`src/rtl/psubsb_serial_pkg.sv`:
```
// Shared types and constants for the nibble-serial saturating subtractor.
package psubsb_pkg;

    typedef enum logic [1:0] {
        IDLE,
        CALC,
        DONE
    } psub_state_t;

    localparam int LANES  = 4;
    localparam int LANE_W = 4;

    localparam logic [LANE_W-1:0] SAT_MAX = 4'h7;
    localparam logic [LANE_W-1:0] SAT_MIN = 4'h8;

endpackage

```
`src/rtl/psubsb_serial_if.sv`:
```
// Start/busy/done operand and result bundle between the requester and psubsb_serial.
interface psubsb_serial_if
    import psubsb_pkg::*;
#(
    parameter int LANES = 4
);

    logic                      start;
    logic [LANES*LANE_W-1:0]   a;
    logic [LANES*LANE_W-1:0]   b;
    logic [LANES*LANE_W-1:0]   diff;
    logic [LANES-1:0]          sat;
    logic                      busy;
    logic                      done;

    modport master (
        output start, a, b,
        input  diff, sat, busy, done
    );

    modport slave (
        input  start, a, b,
        output diff, sat, busy, done
    );

endinterface

```
`src/rtl/psubsb_serial_nibble_sub_sat.sv`:
```
// Combinational signed 4-bit subtract a - b, clamped to the nibble range [-8, +7].
module nibble_sub_sat
    import psubsb_pkg::*;
(
    input  logic [LANE_W-1:0] a,
    input  logic [LANE_W-1:0] b,
    output logic [LANE_W-1:0] d,
    output logic              sat
);

    localparam logic signed [LANE_W:0] D_MAX = {SAT_MAX[LANE_W-1], SAT_MAX};
    localparam logic signed [LANE_W:0] D_MIN = {SAT_MIN[LANE_W-1], SAT_MIN};

    // One guard bit is enough: the widest difference, 7 - (-8), fits in 5 bits.
    logic signed [LANE_W:0] d_full;

    assign d_full = $signed({a[LANE_W-1], a}) - $signed({b[LANE_W-1], b});

    always_comb begin
        // NOTE: every output gets a default first so no path can infer a latch.
        d   = d_full[LANE_W-1:0];
        sat = 1'b0;
        if (d_full > D_MAX) begin
            d   = SAT_MAX;
            sat = 1'b1;
        end else if (d_full < D_MIN) begin
            d   = SAT_MIN;
            sat = 1'b1;
        end
    end

endmodule

```
`src/rtl/psubsb_serial.sv`:
```
// Multi-cycle saturating nibble subtractor: one lane per clock through a shared
// nibble_sub_sat, with a start/busy/done handshake.
module psubsb_serial
    import psubsb_pkg::*;
#(
    parameter int LANES = psubsb_pkg::LANES
)(
    input  logic          clk,
    input  logic          rst,
    psubsb_serial_if.slave bus
);

    localparam int W  = LANES * LANE_W;
    localparam int CW = (LANES > 1) ? $clog2(LANES) : 1;

    psub_state_t      state_q, state_d;
    logic [CW-1:0]    lane_q,  lane_d;
    logic [W-1:0]     a_q,     a_d;
    logic [W-1:0]     b_q,     b_d;
    logic [W-1:0]     diff_q,  diff_d;
    logic [LANES-1:0] sat_q,   sat_d;

    logic [LANE_W-1:0] a_lane, b_lane, d_lane;
    logic              sat_lane;

    assign a_lane = a_q[lane_q*LANE_W +: LANE_W];
    assign b_lane = b_q[lane_q*LANE_W +: LANE_W];

    nibble_sub_sat u_lane (
        .a   (a_lane),
        .b   (b_lane),
        .d   (d_lane),
        .sat (sat_lane)
    );

    always_comb begin
        state_d = state_q;
        lane_d  = lane_q;
        a_d     = a_q;
        b_d     = b_q;
        diff_d  = diff_q;
        sat_d   = sat_q;

        case (state_q)
            IDLE, DONE: begin
                if (bus.start) begin
                    state_d = CALC;
                    lane_d  = '0;
                    a_d     = bus.a;
                    b_d     = bus.b;
                    diff_d  = '0;
                    sat_d   = '0;
                end else begin
                    state_d = IDLE;
                end
            end
            CALC: begin
                // Only the addressed lane is written; start is ignored here.
                diff_d[lane_q*LANE_W +: LANE_W] = d_lane;
                sat_d[lane_q]                   = sat_lane;
                lane_d                          = lane_q + CW'(1);
                if (lane_q == CW'(LANES - 1)) begin
                    state_d = DONE;
                end
            end
            default: state_d = IDLE;
        endcase
    end

    always_ff @(posedge clk or posedge rst) begin
        if (rst) begin
            state_q <= IDLE;
            lane_q  <= '0;
            a_q     <= '0;
            b_q     <= '0;
            diff_q  <= '0;
            sat_q   <= '0;
        end else begin
            // NOTE: non-blocking so every register samples pre-edge values.
            state_q <= state_d;
            lane_q  <= lane_d;
            a_q     <= a_d;
            b_q     <= b_d;
            diff_q  <= diff_d;
            sat_q   <= sat_d;
        end
    end

    assign bus.diff = diff_q;
    assign bus.sat  = sat_q;
    assign bus.busy = (state_q == CALC);
    assign bus.done = (state_q == DONE);

endmodule

```
`src/flat_wrapper.sv`:
```
// flat-port wrapper written by rule: the top's interface ports become plain ports
module psubsb_serial_flat import psubsb_pkg::*;
#(
    parameter int LANES = psubsb_pkg::LANES
)
  (clk, rst, bus_start, bus_a, bus_b, bus_diff, bus_sat, bus_busy, bus_done);
  psubsb_serial_if #(.LANES(LANES)) bus_i ();
  input  logic clk;
  input  logic rst;
  input wire logic [$bits(bus_i.start)-1:0] bus_start;
  input wire logic [$bits(bus_i.a)-1:0] bus_a;
  input wire logic [$bits(bus_i.b)-1:0] bus_b;
  output wire logic [$bits(bus_i.diff)-1:0] bus_diff;
  output wire logic [$bits(bus_i.sat)-1:0] bus_sat;
  output wire logic [$bits(bus_i.busy)-1:0] bus_busy;
  output wire logic [$bits(bus_i.done)-1:0] bus_done;
  assign bus_i.start = bus_start;
  assign bus_i.a = bus_a;
  assign bus_i.b = bus_b;
  assign bus_diff = bus_i.diff;
  assign bus_sat = bus_i.sat;
  assign bus_busy = bus_i.busy;
  assign bus_done = bus_i.done;
  psubsb_serial #(.LANES(LANES)) u_core (.clk(clk), .rst(rst), .bus(bus_i));
endmodule
```
`config.mk`:
```
export PLATFORM = sky130hd
export DESIGN_NAME = psubsb_serial_flat
export DESIGN_NICKNAME = d
export VERILOG_FILES = /design/src/rtl/psubsb_serial_pkg.sv /design/src/rtl/psubsb_serial_if.sv /design/src/rtl/psubsb_serial_nibble_sub_sat.sv /design/src/rtl/psubsb_serial.sv /design/src/flat_wrapper.sv
export SDC_FILE = /design/constraint.sdc
export NUM_CORES = 1
export LEC_CHECK = 0
export ABC_AREA = 1
export BUFFER_PORTS_ARGS = -buffer_cell sky130_fd_sc_hd__buf_4
export CAP_MARGIN = 20
export CORE_MARGIN = 10
export CORE_UTILIZATION = 25
export CTS_BUF_LIST = sky130_fd_sc_hd__clkbuf_16
export CTS_CLUSTER_DIAMETER = 60
export DETAILED_ROUTE_END_ITERATION = 8
export PLACE_DENSITY = 0.43
export RECOVER_POWER = 25
export SLEW_MARGIN = 25
export SYNTH_ARGS = -nofsm -noshare
export SYNTH_HDL_FRONTEND = slang
export SYNTH_SLANG_ARGS = --single-unit
```
`constraint.sdc`:
```
create_clock -name clk -period 2.4 [get_ports clk]
set_clock_uncertainty 0.15 [all_clocks]
set_input_delay 0.24 -clock clk [delete_from_list [all_inputs] [get_ports clk]]
set_output_delay 0.24 -clock clk [all_outputs]
set_load 0.01 [all_outputs]
```
# == Yosys cells after proc, flatten, opt, wreduce, memory -nomap -nowiden ==
# Cells that the tools add are included.
# word_totals
wordCells,45
inputBits,35
register_bits,56
output_inout_bits,22
# op_classes
mux,17
add_sub_neg,3
n_reduce_logical,6
n_shift,4
eq_ne,5
magnitude_cmp,4
# ops
operator,count
$neg A4 Y34,1
$shift A4 B34 Y16 const A,1
$shiftx A4 B34 Y16,1
$pmux W16 S2,1
$shiftx A16 B5 Y4,2
$bwmux W16,1
$mux W16,1
$mux W4,3
$pmux W2 S2,2
$pmux W4 S2,1
$gt A5 B4 Y1 const B,1
$lt A5 B4 Y1 const B,1
$sub A4 B4 Y5,1
$bwmux W4,1
$eq A2 B2 Y1 const B,2
$mux W1,4
$mux W2,2
$reduce_and A2 Y1,2
$lt A2 B3 Y1 const B,1
$add A2 B1 Y2 const B,1
$demux W1 S2,1
$eq A2 B1 Y1 const B,1
$ge A2 B1 Y1 const B,1
$logic_not A2 Y1,1
5 further kinds,5

# == Depth between registers and ports, before layout ==
# Gate-level depths: netlist of run 1.
# depth
depth_word,8
ltp_mapped,16
depth_no_buf,15

# == Hierarchy ==
# A second synthesis of run 1 with hierarchy kept.
# unflattened
hier_cells,358
area_unflattened_um2,2856.5
# by_module_without_submodules
mod,instances,cells_per_inst,area_each_um2,seq_area_each_um2
psubsb_serial,1,321,2620.0,1401.3
nibble_sub_sat,1,37,236.5,0.0

# == Worst setup path before layout of run 1 ==
# No wires, ideal clock.
# synth_timing
kind,reg-to-reg
start,reg u_core.lane_q[0]
end,"reg u_core.diff_q[9], in the netlist u_core.bus.diff[9]"
path_stages_with_launch,17
period_less_slack_ns,2.489
setup_ns,0.122
n_path_buf,2
required_ns,2.128
path_slack_ns,-0.089
arrival_time_ns,2.217
path_cell_list,dfrtp_1 > buf_4 > clkinv_1 > buf_2 > nor2_1 > o22ai_1 > ha_1 > inv_1 > fa_1 > nand2_1 > nand3_1 > nand2_2 > nand3_2 > nand2_1 > nand2_2 > nand2_1 > o21ai_2
# synth_between
elab_chain_len,8
elab_cells_between_ends,12
cone_classes,2 x add/sub; 2 x order compare; 4 x shift; 4 x mux
# synth_rtl
element,line_no,text
"start, declared",psubsb_serial.sv:17,"logic [CW-1:0] lane_q, lane_d;"
"start signal, assigned",psubsb_serial.sv:81,lane_q <= lane_d;
"$shiftx A16 B5 Y4, on equally long branches","psubsb_serial.sv:26, psubsb_serial.sv:27",
$sub A4 B4 Y5,psubsb_serial_nibble_sub_sat.sv:17,"assign d_full = $signed({a[LANE_W-1], a}) - $signed({b[LANE_W-1], b});"
$lt A5 B4 Y1,psubsb_serial_nibble_sub_sat.sv:26,end else if (d_full < D_MIN) begin
$mux W4,psubsb_serial_nibble_sub_sat.sv:26,
$mux W4,psubsb_serial_nibble_sub_sat.sv:23,if (d_full > D_MAX) begin
$shiftx A4 B34 Y16,psubsb_serial.sv:59,diff_d[lane_q*LANE_W +: LANE_W] = d_lane;
$bwmux W16 *,psubsb_serial.sv:59,
$pmux W16 S2 *,psubsb_serial.sv:44,case (state_q)
"end signal, assigned",psubsb_serial.sv:84,diff_q <= diff_d;
"end, declared",psubsb_serial.sv:20,"logic [W-1:0] diff_q, diff_d;"
# Mark *: on every way between the ends. The rest lies on a longest branch, timed or not.
# A chain may end at the register's enable or synchronous reset.

# == Worst setup path after layout of run 1 ==
# layout_timing
start,reg u_core.lane_q[0]
end,"reg u_core.sat_q[0], in the netlist u_core.bus.sat[0]"
# layout_between
elab_chain_len,7
elab_cells_between_ends,14
cone_classes,1 x add/sub; 4 x order compare; 2 x shift; 6 x mux; 1 x reduce/logical
# layout_rtl
element,line_no,text
"$shiftx A16 B5 Y4, on equally long branches","psubsb_serial.sv:26, psubsb_serial.sv:27",
$sub A4 B4 Y5,psubsb_serial_nibble_sub_sat.sv:17,
$lt A5 B4 Y1,psubsb_serial_nibble_sub_sat.sv:26,
$mux W1,psubsb_serial_nibble_sub_sat.sv:26,
$mux W1,psubsb_serial_nibble_sub_sat.sv:23,
$bwmux W4 *,psubsb_serial.sv:60,sat_d[lane_q] = sat_lane;
$pmux W4 S2 *,psubsb_serial.sv:44,
"end signal, assigned",psubsb_serial.sv:85,sat_q <= sat_d;
"end, declared",psubsb_serial.sv:21,"logic [LANES-1:0] sat_q, sat_d;"
# Marked as above.

==> results.py, run 1 <==
metrics = {
    "yosys": {
        "synth-xor-area-share_pct": 0.326,
        "synth_compound_area_share_pct": 8.80,
        "synth-edff-count": 0,
        "yosys_most_used_dff": "dfrtp_1",
        "synth_area_per_cell_um2": 8.24,
        "ys_warn_count": 0,
        "ys_seq_elements": 56,
        "synth-adder-area-share_pct": 4.47,
        "synthMuxAreaShare_pct": 0,
        "synth_top_family_by_area": "simple AND/OR/NAND/NOR gates",
        "synthSimpleGateAreaFrac_pct": 29.1,
        "synth_nets": 370,
        "synth_cells": 326,
        "ys_async_sr_fraction_pct": 100,
        "mappedNetlistArea_um2": 2690,
        "synth.distinct_cells": 27,
        "yosysSeqAreaShare_pct": 52.2,
    },
    "final_layout": {
        "drive_gt1_share_pct": 26.9,
        "layoutNonFillerInstCount": 556,
        "utilization_pct": 37.1,
        "layout.nets": 463,
        "fillerInstances": 1097,
        "n_antenna_cell": 0,
        "syn_to_final_growth_pct": 44.0,
    },
    "timing": {
        "slew_headroom_pct": 30.5,
        "drv_slew": 0,
        "finalSetupViolCount": 1,
        "rsz0062_at_grt": "yes",
        "hold_ws_ns": 0.00293,
        "hold_viol": 0,
        "setup_ws_ns": -0.00856,
        "clock.fmax_mhz": 415,
        "tightest_slew_ns": 1.04,
        "period_needed_ns": 2.41,
        "timing.final.crit_share_pct": 100,
    },
    "routing": {
        "first_iter_violations": 144,
        "wl_um": 7670,
        "wire_per_inst_um": 13.8,
        "via_count": 2416,
        "firstDrtPassIters": 4,
        "via_per_inst": 4.35,
        "drc": 0,
        "ant_nets": 0,
    },
    "pwr": {
        "intPower_mw": 3.47,
        "p_sw_mw": 3.17,
        "pwr-share-seq_pct": 24.1,
        "comb_power_share_pct": 63.6,
        "swShare_pct": 47.7,
        "pwr-share-clk_pct": 12.4,
        "power_leakage_nw": 1.98,
        "power_density_nw_per_um2": 1710,
        "ir_drop_mv": 0.906,
    },
    "critical_path": {
        "path_delay_family": "adder cells",
        "path_common_cell": "inv_2",
        "crit_chain": "clkinv_4 -> buf_6 -> nor2_2 -> o22ai_2 -> ha_2 -> inv_2 -> fa_2 -> nand2_1 -> nand3_2 -> nand2_4 -> inv_2 -> nand2_4 -> nand2_1 -> inv_2 -> o21ai_1",
        "slowest_stage": "dfrtp_2",
        "end_kind": "flip-flop",
        "worstSetupPathType": "flip-flop to flip-flop",
        "worstPathRequired_ns": 2.42,
        "max_stage_delay_ns": 0.47,
        "worstPathMaxFanout": 7,
        "cp-start-kind": "flip-flop",
        "critPathArrivalTime_ns": 2.43,
        "crit_buf_inv": 5,
    },
    "floorplanning": {
        "start_util_pct": 25.8,
        "die_y_um": 124,
        "ios": 57,
        "die_x_um": 124,
        "die_area_um2": 15300,
        "rows": 37,
        "core_area_um2": 10400,
    },
    "grt": {
        "grt_pass1_wl_um": 12200,
        "grt_start_max_net_pins": 39,
        "antenna_found_initial": 0,
        "first_global_vias": 2471,
        "grt.overflow.total": 0,
        "grt_usage_pct": 9.98,
    },
    "cts": {
        "clock_sinks": 56,
        "cts_root_buf": "clkbuf_16",
        "numCtsBuffers": 5,
        "clock_latency_ns": 0.30,
        "cts_max_path_buffers": 2,
        "cts_tree": "built",
        "h-tree-depth": 2,
        "clk_pin_slew_worst_paths_ns": 0.07,
    },
    "placement": {
        "place_inst": 522,
        "gp_congestion": 0.773,
        "port_buffers": 56,
        "dpl.hpwl_um": 5630,
    },
    "run": {
        "timing.max_cap.violations": 0,
    },
    "outcome": {
        "violations": "setup timing",
        "status": "complete, but fails checks",
    },
    "worst_hold_path": {
        "min_path_type": "input pin to flip-flop",
    },
}
cell families (layout without fill, tap and decap cells):
family,Yosys count,in the layout
adders and majority gates,9,9
buffers and inverters,33,127
AOI/OAI and AO/OA,41,41
DFF,56,56
xor gates and xnor gates,1,1
and+or+nand+nor,186,186
layout by cell type, fill, tap and decap left out, drive strengths merged, types with 5 or more instances in the layout:
cell type    instances
nand3                9
nor2                20
dlygate4sd3         22
a21oi                5
dfrtp               56
buf                 68
o21ai               26
o22ai                5
inv                 20
nand4                7
clkbuf              13
ha                   8
nand2              149
layout make-up:
cell class	count	area [um2]	area share, %
Clock inverter	3	38.8	1.00
Clock buffer	5	125	3.24
Inverter	21	83.8	2.17
Timing Repair Buffer	98	788	20.4
Multi-Input combinational cell	237	1260	32.5
Tap cell	136	170	4.40
Sequential cell	56	1400	36.3
per-stage QoR:
stage	setup slack, ns	total power, mW	setup TNS, ns	cell area, um2
after floorplan	0.00167	3.97	0	2700
after CTS	0.000978	6.11	0	3760
after global routing	-0.134	7.22	-1.94	3870
after detailed placement	-0.0953	5.19	-1.35	3350
final	-0.00856	6.63	-0.00856	3870
after global placement	-0.0131	5.16	-0.0586	3350
tightest hold or removal path: cells and delay by family:
kind | cells | cell delay, ns
buf+inv | 1 | 0.08
simple gates | 2 | 0.10
path summary, 6_finish.rpt:
kind / from / to / slack [ns] / cells past startpoint
max in group asynchronous: rst / u_core.lane_q[0]$_DFFE_PP0P_ / 0.74 / 4
min: bus_b[13] / u_core.b_q[13]$_DFFE_PP0P_ / 0.003 / 3
max: u_core.lane_q[0]$_DFFE_PP0P_ / u_core.bus.sat[0]$_DFFE_PP0P_ / -0.009 / 15
min reg2reg: u_core.a_q[11]$_DFFE_PP0P_ / u_core.a_q[11]$_DFFE_PP0P_ / 0.33 / 2
max reg2reg: u_core.lane_q[0]$_DFFE_PP0P_ / u_core.bus.sat[0]$_DFFE_PP0P_ / -0.009 / 15
min in group asynchronous: rst / u_core.bus.diff[15]$_DFFE_PP0P_ / 0.62 / 3
state kept, by name, indices dropped and copies added (netlist names):
name,count
u_core.a_q,16
u_core.b_q,16
u_core.bus.diff,16
u_core.bus.sat,4
u_core.lane_q,2
u_core.state_q,2
metal layers:
metal | part of all wire [%] | up-vias | global-route usage, %
met3 | 5.9 | 11 | 2.62
li1 | - | 1220 | -
met5 | 0 | - | 0
met4 | 1.4 | 0 | 3.20
met2 | 44 | 61 | 15.2
met1 | 48 | 1124 | 13.5
timing repair:
item / 4_1_cts / 5_1_grt
setup buffers: 0 / 4
pin swaps: 4 / 10
hold endpoints to repair: 46 / 0
setup endpoints to repair: 19 / 20
resized for setup: 7 / 28
hold buffers: 22 / 0
power by group through the flow:
stage	Combinational [mW]	Clock [mW]	Sequential, mW
floorplan	2.39	0	1.58
global placement	3.55	0	1.61
detailed placement	3.59	0	1.60
CTS	3.67	0.843	1.59
global route	4.69	0.883	1.65
finish	4.22	0.819	1.60
synth_stat cells, types with 2 or more instances:
master / number / area (um2)
ha_1: 8 / 100
a21oi_1: 4 / 20.0
inv_1: 15 / 56.3
dfrtp_1: 56 / 1400
inv_2: 4 / 15.0
nor2_1: 19 / 71.3
nand2_1: 140 / 526
a32o_1: 2 / 20.0
nand4_1: 7 / 43.8
nand2_2: 8 / 50.1
clkinv_1: 2 / 7.51
o21ai_1: 6 / 30.0
o22ai_1: 5 / 31.3
clkbuf_1: 3 / 11.3
nand3_1: 8 / 40.0
o21ai_0: 19 / 95.1
o31ai_1: 3 / 22.5
buf_2: 8 / 40.0
(Power assumes the default switching activity.)
==> run 2, diff against run 1 <==
--- a/config.mk
+++ b/config.mk
@@ -6,7 +6,7 @@
 export NUM_CORES = 1
 export LEC_CHECK = 0
 export ABC_AREA = 1
-export BUFFER_PORTS_ARGS = -buffer_cell sky130_fd_sc_hd__buf_4
+export BUFFER_PORTS_ARGS = -buffer_cell sky130_fd_sc_hd__clkbuf_2
 export CAP_MARGIN = 20
 export CORE_MARGIN = 10
 export CORE_UTILIZATION = 25
==> run 2 against run 1 <==
The flow finishes with violations (hold timing). Core utilization shrank 1.1 points. Critical path depth shrank 1. Fmax up 1.7%. Final cell count grew 0.72%. Clock power is 13% lower. Largest cell class unchanged. Largest power group unchanged.
==> results.py, run 2 (synthesized netlist as in run 1, its figures left out) <==
metrics = {
    "timing": {
        "hold_viol": 2,
        "tightest_slew_ns": 1.05,
        "slew_headroom_pct": 29.8,
        "rsz0062_at_grt": "yes",
        "drv_slew": 0,
        "fin_tns_setup_ns": 0,
        "setup_ws_ns": 0.0317,
        "clock.fmax_mhz": 422,
        "hold_ws_ns": -0.000155,
        "timing.final.crit_share_pct": 98.7,
        "finalSetupViolCount": 0,
        "period_needed_ns": 2.37,
    },
    "routing": {
        "via_per_inst": 4.29,
        "drc": 0,
        "ant_nets": 0,
        "firstDrtPassIters": 4,
        "wl_um": 7590,
        "wire_per_inst_um": 13.5,
        "first_iter_violations": 112,
        "via_count": 2404,
    },
    "worst_hold_path": {
        "min_to": "u_core.a_q[5]$_DFFE_PP0P_",
        "hp-start": "bus_a[5]",
        "min_path_type": "input pin to flip-flop",
        "whs_path_depth": 3,
    },
    "critical_path": {
        "end_kind": "flip-flop",
        "ff2ff_path_depth": 14,
        "critPathArrivalTime_ns": 2.40,
        "worstPathRequired_ns": 2.43,
        "worstSetupPathType": "flip-flop to flip-flop",
        "cp-start-kind": "flip-flop",
        "rr_startpoint": "u_core.lane_q[0]$_DFFE_PP0P_",
        "rrSetupSlack_ns": 0.03,
        "reg2reg_to": "u_core.bus.sat[0]$_DFFE_PP0P_",
        "worstPathMaxFanout": 8,
    },
    "outcome": {
        "status": "complete, but fails checks",
        "violations": "hold timing",
    },
    "placement": {
        "place_inst": 521,
        "dpl.hpwl_um": 5650,
        "post-place-ws_ns": -0.115,
        "gp_congestion": 0.770,
        "place_area_um2": 3220,
        "port_buffers": 56,
    },
    "cts": {
        "cts_root_buf": "clkbuf_16",
        "cts_tree": "built",
        "clk_pin_slew_worst_paths_ns": 0.07,
        "numCtsBuffers": 5,
        "clock_sinks": 56,
        "clock_latency_ns": 0.29,
        "cts_max_path_buffers": 2,
        "h-tree-depth": 2,
    },
    "final_layout": {
        "fin_area_um2": 3750,
        "syn_to_final_growth_pct": 39.7,
        "layoutNonFillerInstCount": 560,
        "layout.nets": 467,
        "utilization_pct": 36.0,
        "drive_gt1_share_pct": 28.5,
        "layout_common_cells": "134 x nand2_1, 55 x dfrtp_1, 51 x clkbuf_2",
        "fillerInstances": 1093,
        "final_common_cell": "nand2_1",
        "n_antenna_cell": 0,
    },
    "pwr": {
        "power_leakage_nw": 1.96,
        "ir_drop_mv": 0.794,
        "power_density_nw_per_um2": 1720,
        "power.total_mw": 6.46,
    },
    "grt": {
        "first_global_vias": 2510,
        "grt.overflow.total": 0,
        "antenna_found_initial": 0,
        "grt_usage_pct": 10.4,
        "grt_pass1_wl_um": 12700,
        "grt_start_max_net_pins": 39,
    },
    "floorplanning": {
        "core_area_um2": 10400,
        "die_y_um": 124,
        "start_util_pct": 25.8,
        "die_area_um2": 15300,
        "die_x_um": 124,
        "ios": 57,
        "rows": 37,
    },
    "run": {
        "timing.max_cap.violations": 0,
    },
}
run 2: cell count changes in the layout (fill, tap and decap cells not counted), moves of 4 or more:
cell,change
nand2_2,+5
clkbuf_2,+51
buf_4,-47
nand2_1,-4
run 2: layout make-up:
type | instances | area, um2 | share of cell area, %
repair inverters | 1 | 5.00 | 0.133
well taps | 136 | 170 | 4.53
multi-input cells | 237 | 1250 | 33.3
clock inverters | 3 | 13.8 | 0.367
clock buffers | 5 | 125 | 3.33
inverters | 21 | 83.8 | 2.23
flip-flops and latches | 56 | 1400 | 37.4
repair buffers | 101 | 704 | 18.8
run 2: timing repair:
action                     in CTS  in global routing
resized for setup              12                 24
hold buffers                   24                  0
pin swaps                      11                 12
buffers inserted                5                  1
hold endpoints to repair       48                  0
cloned                          1                  0
setup endpoints to repair      19                 20
run 2: worst max-delay path by stage:
stage	start	endpoint	slack, ns	depth (start not counted)
after floorplan	u_core.lane_q[0]$_DFFE_PP0P_	u_core.bus.diff[9]$_DFFE_PP0P_	0.002	16
after global placement	u_core.lane_q[0]$_DFFE_PP0P_	u_core.bus.diff[4]$_DFFE_PP0P_	-0.04	15
after detailed placement	u_core.lane_q[0]$_DFFE_PP0P_	u_core.bus.diff[4]$_DFFE_PP0P_	-0.12	15
after CTS	u_core.lane_q[0]$_DFFE_PP0P_	u_core.bus.diff[4]$_DFFE_PP0P_	-0.02	14
after global routing	u_core.lane_q[0]$_DFFE_PP0P_	u_core.bus.sat[0]$_DFFE_PP0P_	-0.17	15
final	u_core.lane_q[0]$_DFFE_PP0P_	u_core.bus.sat[0]$_DFFE_PP0P_	0.03	14
run 2: layer usage:
metal | part of all wire [%] | vias to the layer above | routed length (um) | GRT usage, %
met5 | 0 | - | 0 | 0
met4 | 1.3 | 0 | 95 | 3.20
met3 | 5.1 | 7 | 389 | 2.53
met2 | 44 | 60 | 3310 | 16.0
met1 | 50 | 1105 | 3790 | 14.1
li1 | - | 1232 | - | -
run 2: critical path: stages, from the launching register on:
cell     delay (ns)
dfrtp_2        0.48
buf_6          0.14
buf_4          0.10
nand2_1        0.04
a32o_1         0.25
ha_1           0.33
inv_2          0.06
nor2_1         0.11
nand3_2        0.10
nand2_4        0.10
inv_2          0.06
nand2_4        0.10
nand2_1        0.07
inv_2          0.11
o21ai_1        0.07
run 2: report_power, final:
part | leakage (nW) | switching, mW | total [mW] | internal [mW]
logic | 1.17 | 2.53 | 4.14 | 1.61
registers | 0.719 | 0.263 | 1.61 | 1.35
clock network | 0.0710 | 0.335 | 0.715 | 0.381
total | 1.96 | 3.13 | 6.46 | 3.34
